## config.mk

```make
export PLATFORM = sky130hd
export DESIGN_NAME = pc_sequencer
export DESIGN_NICKNAME = d
export VERILOG_FILES = /design/src/rtl/cpu_pkg.sv /design/src/rtl/pc_reg16.sv /design/src/rtl/pc_sequencer.sv
export SDC_FILE = /design/constraint.sdc
export NUM_CORES = 1
export LEC_CHECK = 0
export CAP_MARGIN = 0
export CELL_PAD_IN_SITES_DETAIL_PLACEMENT = 0
export CELL_PAD_IN_SITES_GLOBAL_PLACEMENT = 1
export CORE_UTILIZATION = 34
export DETAILED_ROUTE_END_ITERATION = 10
export GPL_TIMING_DRIVEN = 0
export PLACE_DENSITY = 0.87
export SYNTH_ARGS = -nofsm -noshare
export SYNTH_HDL_FRONTEND = slang
export SYNTH_HIERARCHICAL = 1
export SYNTH_SLANG_ARGS = --single-unit
```

## constraint.sdc

```tcl
create_clock -name i_clk -period 2.5 [get_ports i_clk]
set_input_delay 0.25 -clock i_clk [delete_from_list [all_inputs] [get_ports i_clk]]
set_output_delay 0.25 -clock i_clk [all_outputs]
set_load 0.1 [all_outputs]
```

## src/rtl/cpu_pkg.sv

```systemverilog
// Shared definitions for the 16-bit core: condition codes, flag bit positions,
// reset PC and the next-PC sequencer state encoding.
package cpu_pkg;

    localparam logic [2:0] CC_NE     = 3'b000;
    localparam logic [2:0] CC_EQ     = 3'b001;
    localparam logic [2:0] CC_GT     = 3'b010;
    localparam logic [2:0] CC_LT     = 3'b011;
    localparam logic [2:0] CC_GE     = 3'b100;
    localparam logic [2:0] CC_LE     = 3'b101;
    localparam logic [2:0] CC_V      = 3'b110;
    localparam logic [2:0] CC_UNCOND = 3'b111;

    localparam int FLAG_Z = 2;
    localparam int FLAG_V = 1;
    localparam int FLAG_N = 0;

    localparam logic [15:0] PC_RESET = 16'h0000;

    typedef enum logic [1:0] {
        SEQ_RUN  = 2'd0,
        SEQ_PEND = 2'd1,
        SEQ_HALT = 2'd2
    } seq_state_t;

endpackage

```

## src/rtl/pc_reg16.sv

```systemverilog
// 16-bit program-counter register: synchronous active-high reset to PC_RESET,
// load when i_wen is high, otherwise hold. Reset takes priority over the enable.
module pc_reg16
    import cpu_pkg::*;
(
    input  logic        i_clk,
    input  logic        i_rst,
    input  logic        i_wen,
    input  logic [15:0] i_d,
    output logic [15:0] o_q
);

    logic [15:0] r_q;

    always_ff @(posedge i_clk) begin
        if (i_rst) begin
            r_q <= PC_RESET;
        end else if (i_wen) begin
            r_q <= i_d;
        end
    end

    assign o_q = r_q;

endmodule

```

## src/rtl/pc_sequencer.sv

```systemverilog
// Next-PC controller: sequential fetch, B/BR redirect, stall hold and sticky halt.
// A taken branch that resolves under stall is parked in PEND and replayed on release.
module pc_sequencer
    import cpu_pkg::*;
(
    input  logic        i_clk,
    input  logic        i_rst,
    input  logic        i_stall,
    input  logic        i_br_valid,
    input  logic        i_br_is_reg,
    input  logic [2:0]  i_br_cond,
    input  logic [2:0]  i_flags,
    input  logic [8:0]  i_br_imm,
    input  logic [15:0] i_br_reg,
    input  logic [15:0] i_br_pc_plus2,
    input  logic        i_halt_req,
    output logic [15:0] o_pc,
    output logic [15:0] o_pc_plus2,
    output logic        o_flush,
    output logic        o_halted
);

    seq_state_t  r_state;
    seq_state_t  w_state_nxt;
    logic [15:0] r_pend_tgt;

    logic        w_z;
    logic        w_v;
    logic        w_n;
    logic        w_cond_ok;
    logic        w_taken;
    logic [15:0] w_b_tgt;
    logic [15:0] w_br_tgt;
    logic [15:0] w_tgt;

    logic [15:0] w_pc;
    logic [15:0] w_pc_plus2;
    logic [15:0] w_pc_next;
    logic        w_hold;
    logic        w_flush;
    logic        w_pend_load;

    assign w_z = i_flags[FLAG_Z];
    assign w_v = i_flags[FLAG_V];
    assign w_n = i_flags[FLAG_N];

    always_comb begin
        w_cond_ok = 1'b0;
        case (i_br_cond)
            CC_NE:     w_cond_ok = !w_z;
            CC_EQ:     w_cond_ok = w_z;
            CC_GT:     w_cond_ok = !w_z && !w_n;
            CC_LT:     w_cond_ok = w_n;
            CC_GE:     w_cond_ok = w_z || (!w_z && !w_n);
            CC_LE:     w_cond_ok = w_n || w_z;
            CC_V:      w_cond_ok = w_v;
            CC_UNCOND: w_cond_ok = 1'b1;
            default:   w_cond_ok = 1'b0;
        endcase
    end

    assign w_taken = i_br_valid && w_cond_ok;

    // Word offset scaled to bytes; the add wraps modulo 2^16.
    assign w_b_tgt  = i_br_pc_plus2 + {{6{i_br_imm[8]}}, i_br_imm, 1'b0};
    assign w_br_tgt = i_br_reg & 16'hFFFE;
    assign w_tgt    = i_br_is_reg ? w_br_tgt : w_b_tgt;

    always_ff @(posedge i_clk) begin
        if (i_rst) begin
            r_state <= SEQ_RUN;
        end else begin
            r_state <= w_state_nxt;
        end
    end

    always_ff @(posedge i_clk) begin
        if (i_rst) begin
            r_pend_tgt <= PC_RESET;
        end else if (w_pend_load) begin
            r_pend_tgt <= w_tgt;
        end
    end

    always_comb begin
        w_state_nxt = r_state;
        case (r_state)
            SEQ_RUN: begin
                if (w_taken && i_stall) begin
                    w_state_nxt = SEQ_PEND;
                end else if (!w_taken && i_halt_req && !i_stall) begin
                    w_state_nxt = SEQ_HALT;
                end
            end
            SEQ_PEND: begin
                if (!i_stall) begin
                    w_state_nxt = SEQ_RUN;
                end
            end
            SEQ_HALT: w_state_nxt = SEQ_HALT;
            default:  w_state_nxt = SEQ_RUN;
        endcase
    end

    // A taken branch outranks halt_req: the younger HLT is flushed with IF/ID.
    always_comb begin
        w_hold      = 1'b1;
        w_pc_next   = w_pc_plus2;
        w_flush     = 1'b0;
        w_pend_load = 1'b0;
        case (r_state)
            SEQ_RUN: begin
                if (w_taken && !i_stall) begin
                    w_hold    = 1'b0;
                    w_pc_next = w_tgt;
                    w_flush   = 1'b1;
                end else if (w_taken) begin
                    w_pend_load = 1'b1;
                end else if (i_halt_req && !i_stall) begin
                    w_hold = 1'b1;
                end else if (!i_stall) begin
                    w_hold = 1'b0;
                end
            end
            SEQ_PEND: begin
                if (!i_stall) begin
                    w_hold    = 1'b0;
                    w_pc_next = r_pend_tgt;
                    w_flush   = 1'b1;
                end
            end
            SEQ_HALT: w_hold = 1'b1;
            default:  w_hold = 1'b1;
        endcase
    end

    pc_reg16 u_pc_reg (
        .i_clk (i_clk),
        .i_rst (i_rst),
        .i_wen (~w_hold),
        .i_d   (w_pc_next),
        .o_q   (w_pc)
    );

    assign w_pc_plus2 = w_pc + 16'd2;

    assign o_pc       = w_pc;
    assign o_pc_plus2 = w_pc_plus2;
    assign o_flush    = w_flush && !i_rst;
    assign o_halted   = (r_state == SEQ_HALT);

`ifndef SYNTHESIS
    a_halt_sticky: assert property (@(posedge i_clk) (o_halted && !i_rst) |=> o_halted);
    a_no_flush_halted: assert property (@(posedge i_clk) o_halted |-> !o_flush);
`endif

endmodule

```

==> results.md <==
- The largest vdd supply drop is 0.302 mV.
- Setup total negative slack on the finished layout was measured at 0 ns.
- The number of global-route vias before repair is 2650.
- The met1 wire length is 3600 um.
- The number of synthesized flops with an enable pin is 0.
- The boundary pin count is 87.
- The number of iterations in the first detailed-routing pass is 5.
- After synthesis the cells add up to 0.00276 sq mm.
- Counting every net in the synthesized netlist gives 409.
- The number of warnings printed during yosys synthesis is 6.
- The storage element area is 718 sq um.
- The chip height is 92.1 um.
- The largest net degree at the start of global routing is 11.
- The worst hold path belongs to the class flip-flop to flip-flop.
- Setup repair after global routing could not meet its margin everywhere.
- At the later pin of the worst-skew pair, clock insertion delay measures 0.29 ns.
- At the placement stage, the worst setup path has a slack of -1.14 ns.
- The initialized floorplan defines 32 standard-cell rows.
- The starting density of the core is 35.4%.
- Between clock sinks in the finished design, the worst skew comes to 0.00670 ns.
- The die covers 0.00849 sq mm.
- During placement, the flow inserted port buffers numbering 84.
- The layout has 730 filler cells.
- The top cell types in the final layout, fill and taps aside, are sky130_fd_sc_hd__clkdlybuf4s50_1, sky130_fd_sc_hd__nor2_1, sky130_fd_sc_hd__mux2i_1, sky130_fd_sc_hd__nand2_1, sky130_fd_sc_hd__dfxtp_1.
- The most frequent standard cell in the layout excluding fill and tap cells is sky130_fd_sc_hd__clkdlybuf4s50_1.
- The post-synthesis sequential area ratio is 24.6%.
- The final weighted congestion in routability-driven placement is 0.889.
- The tool flagged a number of max-cap violations equal to 0.
- Internal power comes to 1.15 mW.
- Compared with the post-synthesis result, the final layout area differs by 51.2%.
- Along the worst path, the maximum fanout reaches 6.
- Summed over all instances, the cell type with the most area after synthesis is sky130_fd_sc_hd__dfxtp_1.
- The count of nets left with antenna violations once routing finished came out at 0.
- The post-layout worst setup margin is 0.0604 ns.
- The data arrival time of the critical path is 2.19 ns.
- The number of buffers on the longest clock path is 2.
- The clock share of power is 27.5%.
- At the pin with the least slew margin, the transition time is 0.981 ns.
- The number of antenna diodes in the final layout is 0.
- The H-tree generated during clock tree synthesis spans 2 levels.
- The clock tree from TritonCTS is yes.
- The flip-flop cell with the highest count after synthesis is sky130_fd_sc_hd__dfxtp_1.
- The worst setup path is of the flip-flop to primary output kind.
- Overall power consumption after layout is estimated at 1.82 mW.
- The met2 wirelength from detailed routing is 3830 um.
- The period utilization is 97.6%.
- The fraction of final layout cells sized beyond drive strength 1 is 20.6%.
- The worst setup path is launched from a flip-flop.
- Combinational logic burns 39.6% of the power.
- The via density per instance is 5.17.
- The total count of max-transition violations in the final report is 0.
- A synthesized cell averages 8.12 sq um.
- For this run, the top clock speed supported by timing is 410 MHz.
- The flow ran to the end, and the final reports show no timing, DRC or antenna violations.
- Detailed placement ended at an HPWL of 6210 um.
- For this run, the total global-route usage over all layers was measured as 19.3%.
- The net count of the finished layout is 500.
- The topmost layer with routed signal wires is met4.
- The leakage component of the power is 1.67 nW.
- The net switching power of the design is 662 uW.
- The routed length on met3 is 335 um.
- Setup violations remaining at the end of the flow were counted as 0.
- The clock net sink count is 34.
- The die is 92.1 um wide.
- In this run, synthesis produced a sequential element count of 34.
- Per report_power, the sequential group accounts for 32.9% of the total.
- The endpoint class of the critical path is a primary output.
- The root cell of the clock tree is sky130_fd_sc_hd__clkbuf_8.
- By area the synthesized netlist is led by sky130_fd_sc_hd__dfxtp_1, sky130_fd_sc_hd__mux2i_1, sky130_fd_sc_hd__ha_1.
- The total number of vias is 2762.
- The first global-routing pass estimated 13000 um of wire.
- The data required time at the worst endpoint is 2.25 ns.
- The relative slew slack is 34.4%.
- The area inside the core boundary is 0.00781 sq mm.
- For this design the ratio of total power to cell area is 435 mW/mm^2.
- Clock-pin slew was measured on the worst setup and hold paths at 0.07 ns.
- The total overflow reported by the global router is 0.
- The switching fraction of total power is 36.5%.
- The total length of routed wires is 7920 um.
- After detailed routing, the number of remaining DRC violations is 0.
- The share of synthesized flip-flops with an asynchronous set or reset is 0%.
- The synthesized design devotes to its leading area cell type 24.6% of total area.
- The area taken by multi-input logic gates is 0.00220 sq mm.
- The number of instances in the synthesized netlist is 340.
- Buffers inserted to repair hold after CTS numbered 0.
- The number of buffers inserted during clock tree synthesis is 5.
- The initial antenna violation count is 0.
- The clock period minus final worst setup slack is 2.44 ns.
- The number of hold violations in the final report is 0.
- After detailed routing, the average wire length per cell comes to 14.8 um.
- The iteration-0 DRC count of the detailed router is 115.
- The netlist uses 58 different library cells.
[path summary, 6_finish.rpt]
check                          startpoint                       endpoint  slack (ns)  cells after the start
max          u_pc_reg/o_q[1]$_SDFFE_PP0P_                  o_pc_plus2[3]        0.06                      3
min            r_pend_tgt[2]$_SDFFE_PP0P_     r_pend_tgt[2]$_SDFFE_PP0P_        0.46                      2
max reg2reg  u_pc_reg/o_q[1]$_SDFFE_PP0P_  u_pc_reg/o_q[15]$_SDFFE_PP0P_        0.33                     10
min reg2reg    r_pend_tgt[2]$_SDFFE_PP0P_     r_pend_tgt[2]$_SDFFE_PP0P_        0.46                      2
[cell usage after synthesis (2+ instances only)]
cell and n:
sky130_fd_sc_hd__buf_1 2, sky130_fd_sc_hd__or3_1 2, sky130_fd_sc_hd__mux2i_1 23, sky130_fd_sc_hd__nor3_1 12, sky130_fd_sc_hd__ha_1 15, sky130_fd_sc_hd__clkbuf_1 9
sky130_fd_sc_hd__nor2b_1 7, sky130_fd_sc_hd__a21o_1 6, sky130_fd_sc_hd__nor2_1 44, sky130_fd_sc_hd__xor2_1 13, sky130_fd_sc_hd__o21ai_1 7, sky130_fd_sc_hd__o21ai_0 10
sky130_fd_sc_hd__o41ai_1 2, sky130_fd_sc_hd__nand3_1 6, sky130_fd_sc_hd__a221o_1 5, sky130_fd_sc_hd__a22oi_1 8, sky130_fd_sc_hd__o21a_1 2, sky130_fd_sc_hd__a211oi_1 8
sky130_fd_sc_hd__nand4_1 2, sky130_fd_sc_hd__a31oi_1 7, sky130_fd_sc_hd__or2_2 4, sky130_fd_sc_hd__a32o_1 2, sky130_fd_sc_hd__buf_2 3, sky130_fd_sc_hd__xnor2_1 12
sky130_fd_sc_hd__nand2b_1 6, sky130_fd_sc_hd__dfxtp_1 34, sky130_fd_sc_hd__buf_6 4, sky130_fd_sc_hd__nand2_1 22, sky130_fd_sc_hd__and3_1 3, sky130_fd_sc_hd__a21oi_1 19
sky130_fd_sc_hd__nand3b_1 2, sky130_fd_sc_hd__nor3b_1 2, sky130_fd_sc_hd__inv_1 12
[metal layers]
| metal | global-route usage (%) | vias up |
|---|---|---|
| li1 | - | 1417 |
| met1 | 25.5 | 1245 |
| met2 | 32.3 | 90 |
| met3 | 2.24 | 10 |
| met4 | 6.64 | 0 |
| met5 | 0 | - |
[flip-flops by register name, summed over array words and instances (netlist names)]
signal and cells:
r_pend_tgt 16, r_state 2, u_pc_reg/o_q 16
[through the flow]
step,util [%],hold WS [ns],instance area [sq um],std cells
after floorplan,-,0.351,3010,340
after global placement,51.0,0.446,3980,526
after detailed placement,51.0,0.452,3980,526
after CTS,52.6,0.462,4110,536
after global routing,53.5,0.479,4180,534
final,53.5,0.460,4180,534
[power by group through the flow]
stage	Clock (mW)	Combinational [mW]	Sequential, mW
finish	0.499	0.719	0.597
global route	0.534	0.772	0.602
CTS	0.510	0.703	0.592
detailed placement	0	0.695	0.604
global placement	0	0.687	0.603
floorplan	0	0.433	0.661
[cells by family after synthesis]
| family | Yosys count | share of synthesized area (%) |
|---|---|---|
| compound gates | 91 | 23.8 |
| buf+inv | 32 | 6.30 |
| simple gates | 119 | 21.5 |
| flops | 34 | 24.6 |
| fa+ha+maj | 16 | 7.52 |
| mux | 23 | 8.34 |
| xor+xnor | 25 | 7.93 |
[critical path, cell delays in order (launching register included)]
cell and delay [ns]:
sky130_fd_sc_hd__dfxtp_4 0.39, sky130_fd_sc_hd__ha_4 0.16, sky130_fd_sc_hd__xor2_2 0.18, sky130_fd_sc_hd__clkdlybuf4s50_1 1.17
[area by class of cell]
class	count	share of cell area, %
Timing Repair Buffer	87	20.7
Clock inverter	1	0.719
Sequential cell	34	17.2
Tap cell	102	3.06
Buffer	17	2.82
Clock buffer	7	1.83
Multi-Input combinational cell	274	52.6
Inverter	12	1.08
[what timing repair did]
item,4_1_cts,5_1_grt
pin swaps,5,11
setup endpoints to repair,15,15
buffers inserted,2,1
resized for setup,56,29
(Power assumes the default switching activity.)
